===== src/rtl/x1_bus_pkg.sv =====
// Shared definitions for the X1 video-memory bus: grant tags, arbitration
// defaults and WAIT_n polarity.
package x1_bus_pkg;

  typedef enum logic [1:0] {
    TAG_NONE   = 2'd0,
    TAG_VID    = 2'd1,
    TAG_CPU_RD = 2'd2,
    TAG_CPU_WR = 2'd3
  } gnt_tag_e;

  localparam int MAX_VID_DEF = 4;

  // Z80 WAIT_n is active low: asserting it stalls the CPU.
  localparam logic WAIT_ASSERT  = 1'b0;
  localparam logic WAIT_RELEASE = 1'b1;

  function automatic logic is_cpu_tag(input gnt_tag_e t);
    return (t == TAG_CPU_RD) || (t == TAG_CPU_WR);
  endfunction

endpackage


===== src/rtl/x1_vram_arbiter.sv =====
// Single-port VRAM arbiter: display fetch has priority, a starvation counter
// bounds the CPU wait, and a two-stage tag pipe routes read data back.
module x1_vram_arbiter
  import x1_bus_pkg::*;
#(
  parameter int AW      = 16,
  parameter int MAX_VID = MAX_VID_DEF
) (
  input  logic          clk_sys,
  input  logic          reset_n,
  input  logic          cpu_req,
  input  logic          cpu_we,
  input  logic [AW-1:0] cpu_addr,
  input  logic [7:0]    cpu_wdata,
  output logic [7:0]    cpu_rdata,
  output logic          cpu_wait_n,
  input  logic          vid_req,
  input  logic [AW-1:0] vid_addr,
  output logic          vid_gnt,
  output logic          vid_valid,
  output logic [7:0]    vid_rdata,
  output logic [AW-1:0] mem_addr,
  output logic          mem_we,
  output logic [7:0]    mem_wdata,
  input  logic [7:0]    mem_rdata
);

  localparam logic [3:0] RUN_MAX = 4'(MAX_VID);

  logic          r_cpu_req_d;
  logic          r_cpu_pend;
  logic          r_cpu_we;
  logic [AW-1:0] r_cpu_addr;
  logic [7:0]    r_cpu_wdata;
  logic [3:0]    r_vid_run;
  logic [AW-1:0] r_last_addr;
  gnt_tag_e      r_tag1;
  logic [7:0]    r_cpu_rdata;
  logic          r_wait_n;
  logic          r_vid_valid;
  logic [7:0]    r_vid_rdata;

  logic          w_cpu_edge;
  logic          w_cpu_take;
  logic          w_vid_gnt;
  logic          w_cpu_gnt;
  gnt_tag_e      w_tag;
  logic [AW-1:0] w_mem_addr;
  logic          w_mem_we;

  assign w_cpu_edge = cpu_req & ~r_cpu_req_d;
  // An edge while an access is still pending is dropped so the latch stays intact.
  assign w_cpu_take = w_cpu_edge & ~r_cpu_pend;

  always_comb begin
    w_vid_gnt  = 1'b0;
    w_cpu_gnt  = 1'b0;
    w_tag      = TAG_NONE;
    w_mem_addr = r_last_addr;
    w_mem_we   = 1'b0;
    if (vid_req && !(r_cpu_pend && (r_vid_run == RUN_MAX))) begin
      w_vid_gnt  = 1'b1;
      w_tag      = TAG_VID;
      w_mem_addr = vid_addr;
    end else if (r_cpu_pend) begin
      w_cpu_gnt  = 1'b1;
      w_tag      = r_cpu_we ? TAG_CPU_WR : TAG_CPU_RD;
      w_mem_addr = r_cpu_addr;
      w_mem_we   = r_cpu_we;
    end
  end

  always_ff @(posedge clk_sys or negedge reset_n) begin
    if (!reset_n) begin
      r_cpu_req_d <= 1'b0;
      r_cpu_pend  <= 1'b0;
      r_cpu_we    <= 1'b0;
      r_cpu_addr  <= '0;
      r_cpu_wdata <= '0;
    end else begin
      r_cpu_req_d <= cpu_req;
      if (w_cpu_take) begin
        r_cpu_pend  <= 1'b1;
        r_cpu_we    <= cpu_we;
        r_cpu_addr  <= cpu_addr;
        r_cpu_wdata <= cpu_wdata;
      end else if (w_cpu_gnt) begin
        r_cpu_pend  <= 1'b0;
      end
    end
  end

  // Counts video grants that overtook a pending CPU access.
  always_ff @(posedge clk_sys or negedge reset_n) begin
    if (!reset_n) begin
      r_vid_run   <= '0;
      r_last_addr <= '0;
    end else begin
      if (!r_cpu_pend || w_cpu_gnt)
        r_vid_run <= '0;
      else if (w_vid_gnt && (r_vid_run != RUN_MAX))
        r_vid_run <= r_vid_run + 4'd1;
      if (w_vid_gnt || w_cpu_gnt)
        r_last_addr <= w_mem_addr;
    end
  end

  // tag1 marks the cycle mem_rdata is valid; the second stage registers results.
  always_ff @(posedge clk_sys or negedge reset_n) begin
    if (!reset_n) begin
      r_tag1      <= TAG_NONE;
      r_cpu_rdata <= '0;
      r_wait_n    <= WAIT_RELEASE;
      r_vid_valid <= 1'b0;
      r_vid_rdata <= '0;
    end else begin
      r_tag1      <= w_tag;
      r_vid_valid <= (r_tag1 == TAG_VID);
      if (r_tag1 == TAG_VID)
        r_vid_rdata <= mem_rdata;
      if (r_tag1 == TAG_CPU_RD)
        r_cpu_rdata <= mem_rdata;
      if (w_cpu_take)
        r_wait_n <= WAIT_ASSERT;
      else if (is_cpu_tag(r_tag1))
        r_wait_n <= WAIT_RELEASE;
    end
  end

  assign vid_gnt    = w_vid_gnt;
  assign mem_addr   = w_mem_addr;
  assign mem_we     = w_mem_we;
  assign mem_wdata  = r_cpu_wdata;
  assign cpu_rdata  = r_cpu_rdata;
  assign cpu_wait_n = r_wait_n;
  assign vid_valid  = r_vid_valid;
  assign vid_rdata  = r_vid_rdata;

endmodule


===== config.mk =====
export PLATFORM = sky130hd
export DESIGN_NAME = x1_vram_arbiter
export DESIGN_NICKNAME = d
export VERILOG_FILES = /design/src/rtl/x1_bus_pkg.sv /design/src/rtl/x1_vram_arbiter.sv
export SDC_FILE = /design/constraint.sdc
export NUM_CORES = 1
export LEC_CHECK = 0
export BUFFER_PORTS_ARGS = -buffer_cell sky130_fd_sc_hd__buf_2
export CORE_AREA = 2 2 63 95
export CTS_BUF_LIST = sky130_fd_sc_hd__clkbuf_2
export DETAILED_ROUTE_END_ITERATION = 8
export DIE_AREA = 0 0 65 97
export PLACE_DENSITY = 0.86
export SYNTH_ARGS = -nofsm -noshare
export SYNTH_HDL_FRONTEND = slang
export SYNTH_SLANG_ARGS = --single-unit

===== constraint.sdc =====
create_clock -name clk_sys -period 5.6 [get_ports clk_sys]
set_clock_uncertainty 0.1 [all_clocks]
set_input_delay 0.84 -clock clk_sys [delete_from_list [all_inputs] [get_ports clk_sys]]
set_output_delay 0.84 -clock clk_sys [all_outputs]
set_load 0.005 [all_outputs]

==> summary.md <==
| Metric | Value |
|---|---|
| Combinational power share | ~22% |
| CP required | 4.66 ns |
| Max-Cap Viols | 0 |
| Final net count | approximately 350 |
| CP arrival | roughly 3.2 ns |
| Die width | ~65 um |
| Vias in the first global route | about 2000 |
| Die Y | 97 um |
| # setup viols final | 0 |
| Post-DR vias/cell | ~5.1 |
| CTS tree | done |
| H-Tree Depth | 3 |
| Number of remaining DRC errors | 0 |
| Layout cells sized above 1 | 69.57% |
| All-layer global routing usage | between 10% and 20% |
| Syn nets | between 200 and 250 |
| Crit end category | output pin |
| Cts hold-fix bufs | 0 |
| Worst Tran Pin Value | 1.006 ns |
| Top FF cell, synth | dfrtp_1 |
| Part of the power in the clock network | between 30% and 40% |
| # fillers | 392 |
| Top-count cell post-synth | mux2_2 |
| Fin. max-slew vios | 0 |
| Resized cells post-CTS | 0 |
| Critical path peak fanout | 27 |
| Post-synthesis sequential area ratio | 55.00% |
| Final Hold Fails | 0 |
| First-pass GRT wire length | ~8.9 mm |
| Syn Inst Count | approximately 190 |
| Post-DR wirelength/cell | 15.01 um |
| Post-synth top area share | between 50% and 60% |
| Initial antenna violation count | 0 |
| Average size of a mapped cell | between 15 and 20 sq um |
| Sequential Power Share | between 40% and 50% |
| Clock Sinks | 67 |
| Routability cong. | approximately 0.75 |
| Area contributors post-synth | dfrtp_1 54%, mux2_2 25%, mux2_4 11%, buf_8 1.5%, buf_6 1.1% |
| Antenna viol nets, final | 0 |
| Clock transition at path regs | 0.17 ns |
| Pwr per Cell Area | ~360 nW/um^2 |
| # Post-CTS Setup Buffers | 0 |
| DP HPWL | 4.000 mm |
| FFs w/ async S/R, synth | 100.0% |
| Largest net degree at the start of global routing | between 60 and 70 |
| WS Path Type | reg2out |
| WHS | 0.3937 ns |
| Core area | roughly 5400 sq um |
| TritonRoute pass-1 iters | 4 |
| Hold WC Path Type | in2reg |
| Final period util | around three quarters |
| Clk_lat worst skew | 0.47 ns |
| Period minus WS final | just over 4 ns |
| Starting Density | 56.40% |
| Final wirelength | 5.537 mm |
| I/O Pins | 97 |
| CTS root buf | clkbuf_2 |
| P&R area growth vs syn | 22.27% |
| Cell variety after synth | 21 |
| Row cnt | 33 |
| Switching power | 0.3259 mW |
| Routed vias | 1869 |
| Net Sw Frac | about a quarter |
| Slew headroom | 32.65% |
| Leakage | around 1.8 nW |
| Diodes inserted | 0 |
| Register bit total from synthesis | 67 |
| Top cells by instance count after synthesis | 67 x mux2_2, 66 x dfrtp_1, 22 x mux2_4 |
| Syn. warnings | 0 |
| Status | completed |
| Initial DRC Count | 39 |
| Port Buf Inserts | between 90 and 100 |
| Die area | around 6300 sq um |
| Setup crit start kind | register |
| Pwr Total | around 1.3 mW |
| Fin Setup TNS | 0 ns |
| Cell accounting for the most synthesized area | dfrtp_1 |
| Number of synthesized flops with an enable pin | 0 |
| Total gr overflow | 0 |
| CTS buffer count | 9 |
| Max VDD drop | between 0.00015 and 0.0002 V |
| Cell-internal power | between 1 and 1.5 mW |
| CTS max path bufs | 2 |
| RSZ-0062 raised after global routing | no |
| Fmax | roughly 0.24 GHz |
| Netlist Area Pre-Place | roughly 3100 sq um |
## worst max-delay path, cell delays in order (launching register included)
cell and delay [ns]:
dfrtp_1 0.91, inv_1 0.20, o21ai_4 0.85, buf_4 0.35, mux2_4 0.31, buf_2 0.13
## cell type report
cell class	count	area, sq um	area share [%]
sequential	67	1678	44.98
multi-input combinational	111	1252	33.58
timing repair buffer	99	503.0	13.49
clock inverter	6	136.4	3.656
tap	70	87.58	2.348
clock buffer	10	50.05	1.342
inverter	6	22.52	0.6038
## layer usage
layer | vias up | share of wire [%] | GRT usage [%]
met5 | - | 0 | 0
met3 | 11 | 4.5 | 2.791
met1 | 919 | 37 | 20.80
met4 | 0 | 1.8 | 9.820
li1 | 876 | - | -
met2 | 63 | 56 | 33.62
## registers in the layout, indices dropped and copies added (netlist names)
signal and flops:
r_tag1 2, vid_rdata 8, mem_wdata 8, r_cpu_pend 1, r_cpu_req_d 1, r_cpu_addr 16
r_cpu_we 1, r_vid_run 4, vid_valid 1, r_last_addr 16, cpu_wait_n 1, cpu_rdata 8
## power groups by stage
| stage | Clock [mW] | Combinational (mW) | Sequential, mW |
|---|---|---|---|
| detailed placement | 0 | 0.301 | 0.635 |
| finish | 0.410 | 0.297 | 0.625 |
| CTS | 0.421 | 0.303 | 0.626 |
| floorplan | 0 | 0.190 | 0.625 |
| global placement | 0 | 0.291 | 0.628 |
| global route | 0.439 | 0.324 | 0.635 |
## through the flow
| stage | utilization [%] | cells | cell area, sq um | worst slack [ns] |
|---|---|---|---|---|
| after global routing | 68.96 | 369 | 3730 | 1.142 |
| after floorplan | - | 194 | 3050 | 3.153 |
| after detailed placement | 65.51 | 353 | 3543 | 1.916 |
| final | 68.96 | 369 | 3730 | 1.453 |
| after CTS | 68.96 | 369 | 3730 | 1.366 |
| after global placement | 65.51 | 353 | 3543 | 1.968 |
## worst paths after layout
kind                                  from              to  slack, ns  depth (start not counted)
worst max-delay path            r_cpu_pend     mem_addr[6]       1.45                          5
min in group asynchronous          reset_n    vid_rdata[3]       0.41                          2
worst min register to register  cpu_wait_n      cpu_wait_n       0.41                          2
worst min-delay path               cpu_req     r_cpu_req_d       0.39                          1
worst max register to register  r_cpu_pend  r_last_addr[6]       2.75                          4
max in group asynchronous          reset_n    r_vid_run[0]       4.45                          2
## cells in the final DEF (no fill, tap or decap), drive strengths merged, types with 4 or more instances in the layout
master  count
clkbuf     10
buf        99
dfrtp      66
mux2       89
bufinv      4
inv         7
nor2        6
## cells by family (layout without fill, tap and decap cells)
family,count (synthesis),count (layout),synth area share (%)
compound gates,2,2,0.6973
xor+xnor,2,2,0.5743
fa+ha+maj,2,2,0.8202
buf+inv,16,121,4.142
flops,67,67,55.00
mux,89,89,35.56
simple gates,16,16,3.199
Note: power is estimated with default switching activity, not from simulation.
